$ cat src/rtl/cec_receiver.sv
// HDMI CEC follower: start-bit detect, 10-bit block decode, ACK drive,
// error signalling and per-byte delivery strobe to the host.
// Ports: clk, rst_n, cec_in (async line), logical_addr, tx_active in;
// cec_send/cec_out pin drive, data_* byte delivery, frame_error out.
module cec_receiver #(
  parameter int CLK_KHZ = 27000,
  parameter int TIMER_W = 20
) (
  input  logic       clk,
  input  logic       rst_n,
  input  logic       cec_in,
  input  logic [3:0] logical_addr,
  input  logic       tx_active,
  output logic       cec_send,
  output logic       cec_out,
  output logic       data_valid,
  output logic [7:0] data_in,
  output logic       data_eom,
  output logic       data_broadcast,
  output logic       data_acked,
  output logic       frame_error
);

  typedef enum logic [2:0] {
    IDLE,
    START_LOW,
    START_HIGH,
    BITS,
    ERROR,
    WAIT_HIGH
  } state_t;

  typedef logic [TIMER_W-1:0] tmr_t;

  function automatic tmr_t ms_cyc(input int ms_x100);
    return tmr_t'((ms_x100 * CLK_KHZ + 50) / 100);
  endfunction

  localparam tmr_t T_SL_MIN  = ms_cyc(350);
  localparam tmr_t T_SL_MAX  = ms_cyc(390);
  localparam tmr_t T_SP_MIN  = ms_cyc(430);
  localparam tmr_t T_SP_MAX  = ms_cyc(470);
  localparam tmr_t T_BIT_MIN = ms_cyc(205);
  localparam tmr_t T_BIT_MAX = ms_cyc(275);
  localparam tmr_t T_SAMPLE  = ms_cyc(105);
  localparam tmr_t T_ACK     = ms_cyc(150);
  localparam tmr_t T_ERR     = ms_cyc(360);
  localparam tmr_t T_WAIT    = ms_cyc(240);

  logic sync1_q, sync2_q, prev_q;
  logic line, fall, rise, driving, more_bits;
  logic [3:0] dest;

  state_t     state_q, state_d;
  tmr_t       timer_q, timer_d;
  tmr_t       hi_cnt_q, hi_cnt_d;
  tmr_t       drv_cnt_q, drv_cnt_d;
  logic [3:0] bit_cnt_q, bit_cnt_d;
  logic       header_q, header_d;
  logic [7:0] shift_q, shift_d;
  logic       eom_q, eom_d;
  logic [3:0] addr_q, addr_d;
  logic       addressed_q, addressed_d;
  logic       broadcast_q, broadcast_d;
  logic       data_valid_q, data_valid_d;
  logic [7:0] data_in_q, data_in_d;
  logic       data_eom_q, data_eom_d;
  logic       data_bc_q, data_bc_d;
  logic       data_acked_q, data_acked_d;
  logic       frame_error_q, frame_error_d;

  // Idle line is high; resetting the chain high avoids a false fall.
  always_ff @(posedge clk or negedge rst_n) begin
    if (!rst_n) begin
      sync1_q <= 1'b1;
      sync2_q <= 1'b1;
      prev_q  <= 1'b1;
    end else begin
      sync1_q <= cec_in;
      sync2_q <= sync1_q;
      prev_q  <= sync2_q;
    end
  end

  assign line    = sync2_q;
  assign driving = (drv_cnt_q != '0);
  // Falls while we hold the line are our own and never restart timing.
  assign fall    = prev_q & ~line & ~driving;
  assign rise    = ~prev_q & line;

  always_comb begin
    state_d       = state_q;
    timer_d       = fall ? '0 :
                    (timer_q == '1) ? timer_q : timer_q + tmr_t'(1);
    hi_cnt_d      = '0;
    drv_cnt_d     = driving ? drv_cnt_q - tmr_t'(1) : '0;
    bit_cnt_d     = bit_cnt_q;
    header_d      = header_q;
    shift_d       = shift_q;
    eom_d         = eom_q;
    addr_d        = addr_q;
    addressed_d   = addressed_q;
    broadcast_d   = broadcast_q;
    data_valid_d  = 1'b0;
    data_in_d     = data_in_q;
    data_eom_d    = data_eom_q;
    data_bc_d     = data_bc_q;
    data_acked_d  = data_acked_q;
    frame_error_d = 1'b0;
    dest          = {shift_q[2:0], line};
    more_bits     = (bit_cnt_q != 4'd0) || !header_q;

    unique case (state_q)
      IDLE: begin
        if (fall) begin
          if (tx_active) begin
            state_d = WAIT_HIGH;
          end else begin
            state_d = START_LOW;
            addr_d  = logical_addr;
          end
        end
      end
      START_LOW: begin
        if (rise) begin
          if (timer_q >= T_SL_MIN && timer_q <= T_SL_MAX) state_d = START_HIGH;
          else state_d = WAIT_HIGH;
        end else if (timer_q > T_SL_MAX) begin
          state_d = WAIT_HIGH;
        end
      end
      START_HIGH: begin
        if (fall) begin
          if (timer_q < T_SP_MIN) begin
            state_d = START_LOW;
            addr_d  = logical_addr;
          end else if (timer_q <= T_SP_MAX) begin
            state_d     = BITS;
            bit_cnt_d   = 4'd0;
            header_d    = 1'b1;
            eom_d       = 1'b0;
            addressed_d = 1'b0;
            broadcast_d = 1'b0;
          end else begin
            state_d = IDLE;
          end
        end else if (timer_q > T_SP_MAX) begin
          state_d = IDLE;
        end
      end
      BITS: begin
        if (timer_q == T_SAMPLE) begin
          if (bit_cnt_q <= 4'd7) begin
            shift_d   = {shift_q[6:0], line};
            bit_cnt_d = bit_cnt_q + 4'd1;
            if (bit_cnt_q == 4'd7 && header_q) begin
              addressed_d = (dest == addr_q) && (dest != 4'hF);
              broadcast_d = (dest == 4'hF);
            end
          end else if (bit_cnt_q == 4'd8) begin
            eom_d     = line;
            bit_cnt_d = 4'd9;
          end else begin
            if (addressed_q || broadcast_q) begin
              data_valid_d = 1'b1;
              data_in_d    = shift_q;
              data_eom_d   = eom_q;
              data_bc_d    = broadcast_q;
              data_acked_d = line;
            end
            if (eom_q) begin
              state_d = WAIT_HIGH;
            end else begin
              bit_cnt_d = 4'd0;
              header_d  = 1'b0;
            end
          end
        end
        if (timer_q > T_BIT_MAX && more_bits) begin
          frame_error_d = 1'b1;
          state_d       = IDLE;
        end else if (fall) begin
          if (timer_q < T_BIT_MIN) begin
            if (addressed_q || broadcast_q) begin
              frame_error_d = 1'b1;
              drv_cnt_d     = T_ERR;
              state_d       = ERROR;
            end else begin
              state_d = WAIT_HIGH;
            end
          end else if (bit_cnt_q == 4'd9 && addressed_q) begin
            drv_cnt_d = T_ACK;
          end
        end
      end
      ERROR: begin
        if (!driving) state_d = WAIT_HIGH;
      end
      WAIT_HIGH: begin
        if (line) hi_cnt_d = (hi_cnt_q == T_WAIT) ? hi_cnt_q : hi_cnt_q + tmr_t'(1);
        if (hi_cnt_q == T_WAIT) state_d = IDLE;
      end
      default: state_d = IDLE;
    endcase
  end

  always_ff @(posedge clk or negedge rst_n) begin
    if (!rst_n) begin
      state_q       <= IDLE;
      timer_q       <= '0;
      hi_cnt_q      <= '0;
      drv_cnt_q     <= '0;
      bit_cnt_q     <= '0;
      header_q      <= 1'b0;
      shift_q       <= '0;
      eom_q         <= 1'b0;
      addr_q        <= '0;
      addressed_q   <= 1'b0;
      broadcast_q   <= 1'b0;
      data_valid_q  <= 1'b0;
      data_in_q     <= '0;
      data_eom_q    <= 1'b0;
      data_bc_q     <= 1'b0;
      data_acked_q  <= 1'b0;
      frame_error_q <= 1'b0;
    end else begin
      state_q       <= state_d;
      timer_q       <= timer_d;
      hi_cnt_q      <= hi_cnt_d;
      drv_cnt_q     <= drv_cnt_d;
      bit_cnt_q     <= bit_cnt_d;
      header_q      <= header_d;
      shift_q       <= shift_d;
      eom_q         <= eom_d;
      addr_q        <= addr_d;
      addressed_q   <= addressed_d;
      broadcast_q   <= broadcast_d;
      data_valid_q  <= data_valid_d;
      data_in_q     <= data_in_d;
      data_eom_q    <= data_eom_d;
      data_bc_q     <= data_bc_d;
      data_acked_q  <= data_acked_d;
      frame_error_q <= frame_error_d;
    end
  end

  assign cec_send       = driving;
  assign cec_out        = ~driving;
  assign data_valid     = data_valid_q;
  assign data_in        = data_in_q;
  assign data_eom       = data_eom_q;
  assign data_broadcast = data_bc_q;
  assign data_acked     = data_acked_q;
  assign frame_error    = frame_error_q;

endmodule
$ cat config.mk
export PLATFORM = sky130hd
export DESIGN_NAME = cec_receiver
export DESIGN_NICKNAME = d
export VERILOG_FILES = /design/src/rtl/cec_receiver.sv
export SDC_FILE = /design/constraint.sdc
export NUM_CORES = 1
export LEC_CHECK = 0
export ABC_AREA = 1
export CAP_MARGIN = 25
export CORE_MARGIN = 2
export CORE_UTILIZATION = 45
export CTS_CLUSTER_SIZE = 40
export DETAILED_ROUTE_END_ITERATION = 7
export PLACE_DENSITY = 0.62
export SYNTH_ARGS = -nofsm -noshare
export SYNTH_HDL_FRONTEND = slang
export SYNTH_SLANG_ARGS = --single-unit
$ cat constraint.sdc
create_clock -name clk -period 2.05 [get_ports clk]
set_clock_uncertainty 0.05 [all_clocks]
set_input_delay 0.3075 -clock clk [delete_from_list [all_inputs] [get_ports clk]]
set_output_delay 0.3075 -clock clk [all_outputs]
set_load 0.01 [all_outputs]
Word-level counts from Yosys, hierarchy flattened
Index checks and enable logic that the tools add are counted.
{"block": "word_totals", "memories": 0, "ram_bits": 0, "elab_cells": 173, "latch_bits": 0, "romBits": 0, "input_bits": 8, "register_bits": 99, "out_inout_bits": 15}
{"block": "classes", "reduce_logical": 21, "bitwise": 8, "n_lt_le_gt_ge": 9, "addsub": 4, "shift": 0, "n_div": 0, "mul": 0, "muxes": 77, "n_eq_ne": 34}
{"cell": "$mux 20", "count": 12}
{"cell": "$gt 20x17->1 const B", "count": 3}
{"cell": "$mux 3", "count": 16}
{"cell": "$mux 4", "count": 11}
{"cell": "$add 20x1->20 const B", "count": 2}
{"cell": "$le 20x17->1 const B", "count": 2}
{"cell": "$ne 2x2->1 const B", "count": 16}
{"cell": "$mux 1", "count": 29}
{"cell": "$eq 20x15->1 const B", "count": 1}
{"cell": "$eq 20x16->1 const B", "count": 1}
{"cell": "$eq 20x20->1 const B", "count": 1}
{"cell": "$ge 20x17->1 const B", "count": 1}
{"cell": "$lt 20x16->1 const B", "count": 1}
{"cell": "$lt 20x17->1 const B", "count": 1}
{"cell": "$reduce_bool 20->1", "count": 1}
{"cell": "$sub 20x1->20 const B", "count": 1}
{"cell": "$pmux 3 s6", "count": 1}
{"cell": "$pmux 4 s2", "count": 2}
{"cell": "$reduce_and 5->1", "count": 3}
{"cell": "$reduce_and 7->1", "count": 2}
{"cell": "$eq 4x4->1 const B", "count": 3}
{"cell": "$ne 3x3->1 const B", "count": 3}
{"cell": "$ne 4x4->1 const B", "count": 2}
{"cell": "$pmux 1 s2", "count": 4}
{"cell": "other kinds (19)", "count": 34}

Logic depth before layout (Yosys ltp)
Gate-level depths: netlist (run 1).
{"block": "logic_depth", "ltp_word": 8, "ltp_mapped": 14, "mapped_depth_nobuf": 13}

Worst setup path before layout (run 1)
Ideal clock, no wire load.
{"block": "synth_timing", "kind": "flip-flop to flip-flop", "from": "reg drv_cnt_q[0]", "to": "reg drv_cnt_q[13]", "synth_period_minus_slack_ps": 1711, "slack_ps": 339, "required_ps": 1917, "t_arrival_ps": 1578, "n_path_buf": 0, "setup_time_ps": 83, "stages_incl_launch_ff": 10, "path_cell_list": "dfrtp_1 inv_1 ha_1 nand3_1 nor2_1 nand3_2 nor2_2 nand3_1 or2_4 o21ai_0"}
{"block": "synth_via", "elab_chain_len": 7, "word_cells_on_any_way": 11, "cone_classes": "add/sub: 1; mux: 7; bitwise: 2; reduce/logical: 1"}
{"element": "from (decl)", "line_no": "57", "source": "tmr_t drv_cnt_q, drv_cnt_d;"}
{"element": "from (signal assigned)", "line_no": "230", "source": "drv_cnt_q <= drv_cnt_d;"}
{"element": "$reduce_bool 20->1 *", "line_no": "86", "source": "assign driving = (drv_cnt_q != '0);"}
{"element": "named net cec_send", "line_no": "14", "source": "output logic cec_send,"}
{"element": "$mux 20", "line_no": "96", "source": "drv_cnt_d = driving ? drv_cnt_q - tmr_t'(1) : '0;"}
{"element": "$mux 20 (on tied branches)", "line_no": "191, 184"}
{"element": "$mux 20", "line_no": "183", "source": "if (timer_q < T_BIT_MIN) begin"}
{"element": "$mux 20", "line_no": "182", "source": "end else if (fall) begin"}
{"element": "$mux 20", "line_no": "179", "source": "if (timer_q > T_BIT_MAX && more_bits) begin"}
{"element": "$mux 20 *", "line_no": "113", "source": "unique case (state_q)"}
{"element": "named net drv_cnt_d[13]", "line_no": "57"}
Mark *: on every way through the listed nets, which the timed path passes. The rest lies on a longest branch.
A chain may end at the register's enable or synchronous reset.

Worst setup path in the final report (run 1)
{"block": "layout_timing", "from": "reg drv_cnt_q[15]", "to": "reg addr_q[3]"}
{"block": "layout_via", "elab_chain_len": 5, "word_cells_on_any_way": 6, "cone_classes": "eq/ne: 2; bitwise: 2; reduce/logical: 2"}
{"element": "$reduce_bool 20->1 *", "line_no": "86"}
{"element": "$not 1->1 *", "line_no": "88", "source": "assign fall = prev_q & ~line & ~driving;"}
{"element": "$and 1x1->1 *", "line_no": "88"}
{"element": "$ne 2x2->1 (no source line)"}
{"element": "$reduce_and 5->1 (no source line) *"}
{"element": "to (signal assigned)", "line_no": "235", "source": "addr_q <= addr_d;"}
{"element": "to (decl)", "line_no": "62", "source": "logic [3:0] addr_q, addr_d;"}
Mark *: on every way between the ends. The rest lies on a longest branch, timed or not.

==> results of run 1 <==
Yosys cell counts, types with 2 or more instances:
library cell	number
nand2_1	201
nor2_1	109
dfrtp_1	96
inv_1	93
nand3_1	61
o21ai_0	33
nor3_1	27
a21oi_1	23
o21ai_1	23
nor2_2	18
xor2_1	16
nand4_1	15
inv_2	12
nor2_4	12
xnor2_1	11
ha_1	10
nor4_1	10
nand2_2	8
nand3_2	7
nor3_2	7
buf_6	6
o31ai_1	5
or2_2	5
buf_2	4
nand3b_1	4
dfstp_2	3
a211oi_1	2
a21boi_0	2
a21oi_2	2
a31oi_1	2
and3_1	2
nand4_2	2
per-layer routing:
metal  global-route usage (%)  wire length, um
met1                    29.87             7102
met2                    34.01             6927
met4                    9.555              374
met5                        0                0
met3                    3.792              564
power groups by stage:
stage	Sequential, mW	Combinational (mW)	Clock (mW)
2_1_floorplan	2.08	0.177	0
3_3_place_gp	2.08	0.346	0
3_5_place_dp	2.08	0.344	0
4_1_cts	2.04	0.348	1.71
5_1_grt	2.05	0.395	1.79
6_report	2.05	0.348	1.66
sequential cells by signal (all words and copies together) (netlist names):
name,cells
prev_q,1
line,1
header_q,1
addressed_q,1
data_acked,1
data_in,8
sync1_q,1
timer_q,20
addr_q,4
state_q,3
drv_cnt_q,20
broadcast_q,1
data_eom,1
hi_cnt_q,20
data_broadcast,1
eom_q,1
bit_cnt_q,4
shift_q,8
data_valid,1
frame_error,1
worst max-delay path, cell delays in order (launching register included):
cell,delay [ns]
dfrtp_1,0.43
nor2_2,0.15
nand2_1,0.08
nor2_2,0.18
nand3_2,0.13
nor2_4,0.25
nor2_4,0.11
a21oi_4,0.14
nand3b_4,0.13
nand2_1,0.09
o21ai_1,0.05
logic make-up after synthesis:
kind of cell,synth area share (%)
and+or+nand+nor,37.98
buffers and inverters,8.063
DFF,39.68
AOI/OAI and AO/OA,8.504
xor gates and xnor gates,3.781
adders and majority gates,2.001
layout make-up:
class	count	area, um2
inverter	106	397.9
timing repair buffer	53	467.9
tap	180	225.2
sequential	99	2485
multi-input combinational	628	3331
clock buffer	9	225.2
clock inverter	7	68.82
fill	1362	6519
through the flow:
step	setup TNS [ns]	setup WS [ns]	utilization, %	hold slack (ns)
6_report	0	0.1554	52.49	0.2968
3_5_place_dp	0	0.02829	49.80	0.2079
2_1_floorplan	0	0.3393	-	-0.03809
5_1_grt	-0.007014	-0.007014	52.49	0.3002
3_3_place_gp	0	0.07642	49.80	0.2017
4_1_cts	0	0.00006450	52.10	0.2837
worst max path at each step:
stage	depth (start not counted)	start	to
after global placement	7	drv_cnt_q[0]	cec_out
after detailed placement	7	drv_cnt_q[0]	cec_out
after global routing	8	timer_q[0]	timer_q[0]
final	10	drv_cnt_q[15]	addr_q[3]
after CTS	7	drv_cnt_q[0]	cec_out
after floorplan	9	drv_cnt_q[0]	drv_cnt_q[13]
repair_timing:
item | in CTS | in global routing
setup buffers | 1 | 0
gates resized for setup | 5 | 24
pin swaps | 1 | 6
setup endpoints to repair | 2 | 31
hold buffers | 1 | 0
endpoints found under the hold margin | 24 | 0
==> key figures, run 1 <==
Timing
  – Final period util: 92.42%
  – Rel. slew slack: 68.40%
  – FMAX: 527.8 MHz
  – Tmin final: 1.895 ns
  – Unrepaired setup endpoints after global routing: true
  – Final count of hold timing violations: 0
  – Setup violators final: 0
  – Slew Viols, Final: 0
  – Worst Max-Slew Pin Slew: ~0.47 ns

Floorplan
  – Cell Rows: 43
  – Initial core utilization: 45.58%
  – Area of the core: 13720 um2
  – Die area: approximately 15000 um2
  – Io pins: 23
  – DIE HEIGHT: 121.9 um
  – Chip width: ~120 um

Critical path
  – Critical path data required time: 2.25 ns
  – Crit. End Element: register
  – Worst reg2reg path startpoint: drv_cnt_q[15]
  – End of the worst register-to-register path: addr_q[3]
  – Startpoint Class: register
  – Register-to-register setup slack: 0.16 ns
  – CP max FO: 8
  – Data arrival, critical path: 2.10 ns
  – Critical path class: register to register
  – Worst reg2reg path depth: 10

Placed design
  – Post-DP HPWL: 11610 um
  – IO buf count: 22
  – Area after DPL: 6833 um2
  – DP Cell Count: 1064
  – Placer congestion estimate: 0.9187

Layout
  – Fin cells: 1082
  – Layout cell share with drive strength beyond 1: ~17%
  – Final instance area: 7201 um2
  – Area growth from synthesis to layout: 15.15%
  – Final-stage net count: 915
  – Commonest non-fill, non-tap cell in the layout: nand2_1
  – Commonest non-fill, non-tap cells in the layout: nand2_1 (200), nor2_1 (99), dfrtp_1 (93)
  – Diode count: 0

Synthesis
  – Ys async rst share: 100.0%
  – Post-Syn Nets: roughly 860
  – Synth area leader: dfrtp_1
  – Sequential share of the synthesized area: 39.68%
  – Yosys Warn Count: 0
  – EDFF count, synth: 0
  – Avg Cell Area, Syn: ~7.4 um2
  – Syn Inst Count: 845
  – Cell area after synthesis: 6253 um2
  – Synth top area share: 38.42%
  – Netlist cell types: 46
  – Post-synth top flop: dfrtp_1
  – Top cells by area, synth: dfrtp_1 (38%), nand2_1 (12%), nor2_1 (6.5%), inv_1 (5.6%), nand3_1 (4.9%)
  – Yosys reg bits: between 90 and 100

Power
  – Lkg Pwr: 3.495 nW
  – Net Sw Frac: a little over a quarter
  – Pwr dens: ~560 nW/um2
  – Int Power: 2.964 mW
  – Reg power frac: 50.5%
  – Peak supply drop: 0.4745 mV
  – Total power: roughly 4 mW
  – Clock network power share: between 40% and 50%
  – P_sw: 1.090 mW
  – Comb pwr share: 8.6%

Route
  – Initial drt markers: 409
  – Vias/cell: 5.141
  – Via count: between 5000 and 6000
  – WL/cell: 13.83 um
  – WL final: 14970 um
  – DRC Markers: 0
  – Final ANT Viol Nets: 0
  – Pre-Repair DR Iteration Count: 5

Clocking
  – Clk Latency, worst-skew pair: 0.36 ns
  – Worst-path clk slew: 0.08 ns
  – Clk buf depth: 2
  – CTS tree: built
  – H-Tree Level Count: 3
  – CTS Root Cell: clkbuf_16
  – Clk sinks: 99
  – TritonCTS Buffers: 9

Global routing
  – Vias in the first global route: 5370
  – Tot GR Track Use: between 20% and 30%
  – Antenna violations before repair: 0
  – Largest net degree at the start of global routing: 40
  – First-pass GRT wire length: 25590 um
  – Grt total ovfl: 0

Worst hold path
  – Hold Path Stages: 1
  – HP Start: cec_in
  – Hold EP: sync1_q
  – HP Class: input pin to register

Run status
  – Status: complete, no violations

Flow run
  – Max-cap violations: 0
No activity file was read; power rests on OpenSTA's default activity.
==> run 2: changes to the inputs <==
- PLACE_DENSITY: 0.62 -> 0.64
- TNS_END_PERCENT: not set -> 5
- clock period: 2.05 -> 1.7 ns (I/O delays scaled with it)
==> key figures, run 2 (same netlist as run 1, synthesis figures left out) <==
Timing
  – Slew Viols, Final: 0
  – Setup violators final: 67
  – Rel. slew slack: approximately 74%
  – Final period util: 110.0%
  – Tmin final: 1.870 ns
  – Final count of hold timing violations: 0
  – FMAX: about 530 MHz
  – Final worst slack: -0.1703 ns
  – Unrepaired setup endpoints after global routing: true
  – Worst Max-Slew Pin Slew: 0.3826 ns
  – WHS: about 0.21 ns

Floorplan
  – Cell Rows: 43
  – Die area: 14860 um2
  – Chip width: 121.9 um
  – DIE HEIGHT: 121.9 um
  – Area of the core: 13720 um2
  – Initial core utilization: 45.58%
  – Io pins: 23

Route
  – WL/cell: 14.15 um
  – WL final: 17480 um
  – Pre-Repair DR Iteration Count: 5
  – Initial drt markers: 472
  – Vias/cell: 5.059
  – Via count: 6248
  – DRC Markers: 0
  – Final ANT Viol Nets: 0

Global routing
  – Vias in the first global route: between 6000 and 7000
  – Largest net degree at the start of global routing: between 50 and 60
  – First-pass GRT wire length: ~29000 um
  – Tot GR Track Use: 24.97%
  – Grt total ovfl: 0
  – Antenna violations before repair: 0

Layout
  – FILL cells: 1181
  – Area growth from synthesis to layout: 42.32%
  – Final-stage net count: 1068
  – Final instance area: 8900 um2
  – Biggest regs: drv_cnt_q (20), hi_cnt_q (20), timer_q (20)
  – Commonest non-fill, non-tap cell in the layout: nand2_1
  – Commonest non-fill, non-tap cells in the layout: nand2_1 (181), buf_4 (169), dfrtp_1 (86)
  – Layout cell share with drive strength beyond 1: 36.30%
  – Diode count: 0

Clocking
  – Clk Latency, worst-skew pair: around 0.36 ns
  – H-Tree Level Count: 3
  – TritonCTS Buffers: 9
  – Worst-path clk slew: 0.07 ns
  – Clk sinks: 99
  – CTS tree: built
  – Clk buf depth: 2
  – CTS Root Cell: clkbuf_16

Placed design
  – IO buf count: 22
  – Area after DPL: 7949 um2
  – Placer congestion estimate: slightly below 1
  – Post-DP HPWL: around 13000 um

Critical path
  – End of the worst register-to-register path: addr_q[3]
  – Crit. End Element: register
  – Worst reg2reg path startpoint: drv_cnt_q[0]
  – Worst reg2reg path depth: 12
  – Startpoint Class: register
  – Critical path data required time: 1.90 ns
  – Worst-path cell chain: inv_2 > ha_4 > buf_4 > nand2_1 > nor2_1 > nand3_2 > nor2_4 > buf_4 > nor2_2 > nand3b_4 > nand2_1 > o21ai_1
  – Register-to-register setup slack: -0.17 ns
  – Crit-path max cell delay: 0.40 ns
  – Critical path class: register to register
  – Slowest CP cell: dfrtp_1
  – CP max FO: 8
  – Data arrival, critical path: 2.07 ns

Power
  – Pwr dens: 588.0 nW/um2
  – Lkg Pwr: 4.393 nW
  – Total power: 5.233 mW
  – Peak supply drop: 0.5126 mV

Run status
  – Failing checks: negative setup slack
  – Status: complete, but fails checks

Worst hold path
  – HP Class: input pin to asynchronous set/reset pin

Flow run
  – Max-cap violations: 0
-- run 2: cell count changes in the layout (fill, tap and decap cells not counted), sizes merged --
cell and delta:
buf +155, clkbuf -2
-- run 2: final cells by class --
type	instances	area [um2]	share of cell area, %
clock inverters	7	77.57	0.8716
multi-input cells	628	3762	42.27
flip-flops and latches	99	2494	28.02
inverters	106	402.9	4.527
repair buffers	206	1713	19.25
well taps	180	225.2	2.531
clock buffers	9	225.2	2.531
-- run 2: repair_timing --
item	4_1_cts	5_1_grt
hold buffers	1	0
buffers inserted	10	3
setup endpoints to repair	82	91
endpoints found under the hold margin	96	0
resized for setup	86	76
pin swaps	23	19
-- run 2: worst max-delay path by stage --
stage / from / endpoint / slack [ns]
final: drv_cnt_q[0] / addr_q[3] / -0.17
after global routing: drv_cnt_q[1] / state_q[2] / -0.30
after CTS: drv_cnt_q[0] / drv_cnt_q[16] / -0.13
after detailed placement: drv_cnt_q[1] / drv_cnt_q[4] / -0.32
after global placement: drv_cnt_q[0] / drv_cnt_q[2] / -0.34
after floorplan: drv_cnt_q[0] / drv_cnt_q[13] / 0.002
-- run 2: through the flow --
step / setup TNS [ns] / utilization (%) / worst slack [ns] / std cells
after floorplan: 0 / - / 0.001613 / 845
after global placement: -10.77 / 57.94 / -0.3381 / 1206
after detailed placement: -11.86 / 57.94 / -0.3237 / 1206
after CTS: -4.452 / 62.47 / -0.1341 / 1232
after global routing: -13.83 / 64.87 / -0.2968 / 1235
final: -4.821 / 64.87 / -0.1703 / 1235
-- run 2: critical path, delay by kind of cell, from the launching register on --
family | cells | cell delay, ns
fa+ha+maj | 1 | 0.13
compound gates | 1 | 0.05
simple gates | 7 | 0.79
flops | 1 | 0.40
buf+inv | 3 | 0.34
-- run 2: routing by layer --
layer  vias to the layer above  routed length [um]  track usage (%)
met3                        29                 673            2.715
met1                      2928                7995            34.85
met2                       138                8420            40.40
met5                         -                   0                0
met4                         0                 391            8.693
li1                       3153                   -                -
-- run 2: where the power goes --
group,internal [mW],total (mW),switching (mW)
registers,2.41,2.48,0.0748
logic,0.306,0.665,0.360
clock network,1.04,2.08,1.04
total,3.76,5.23,1.48
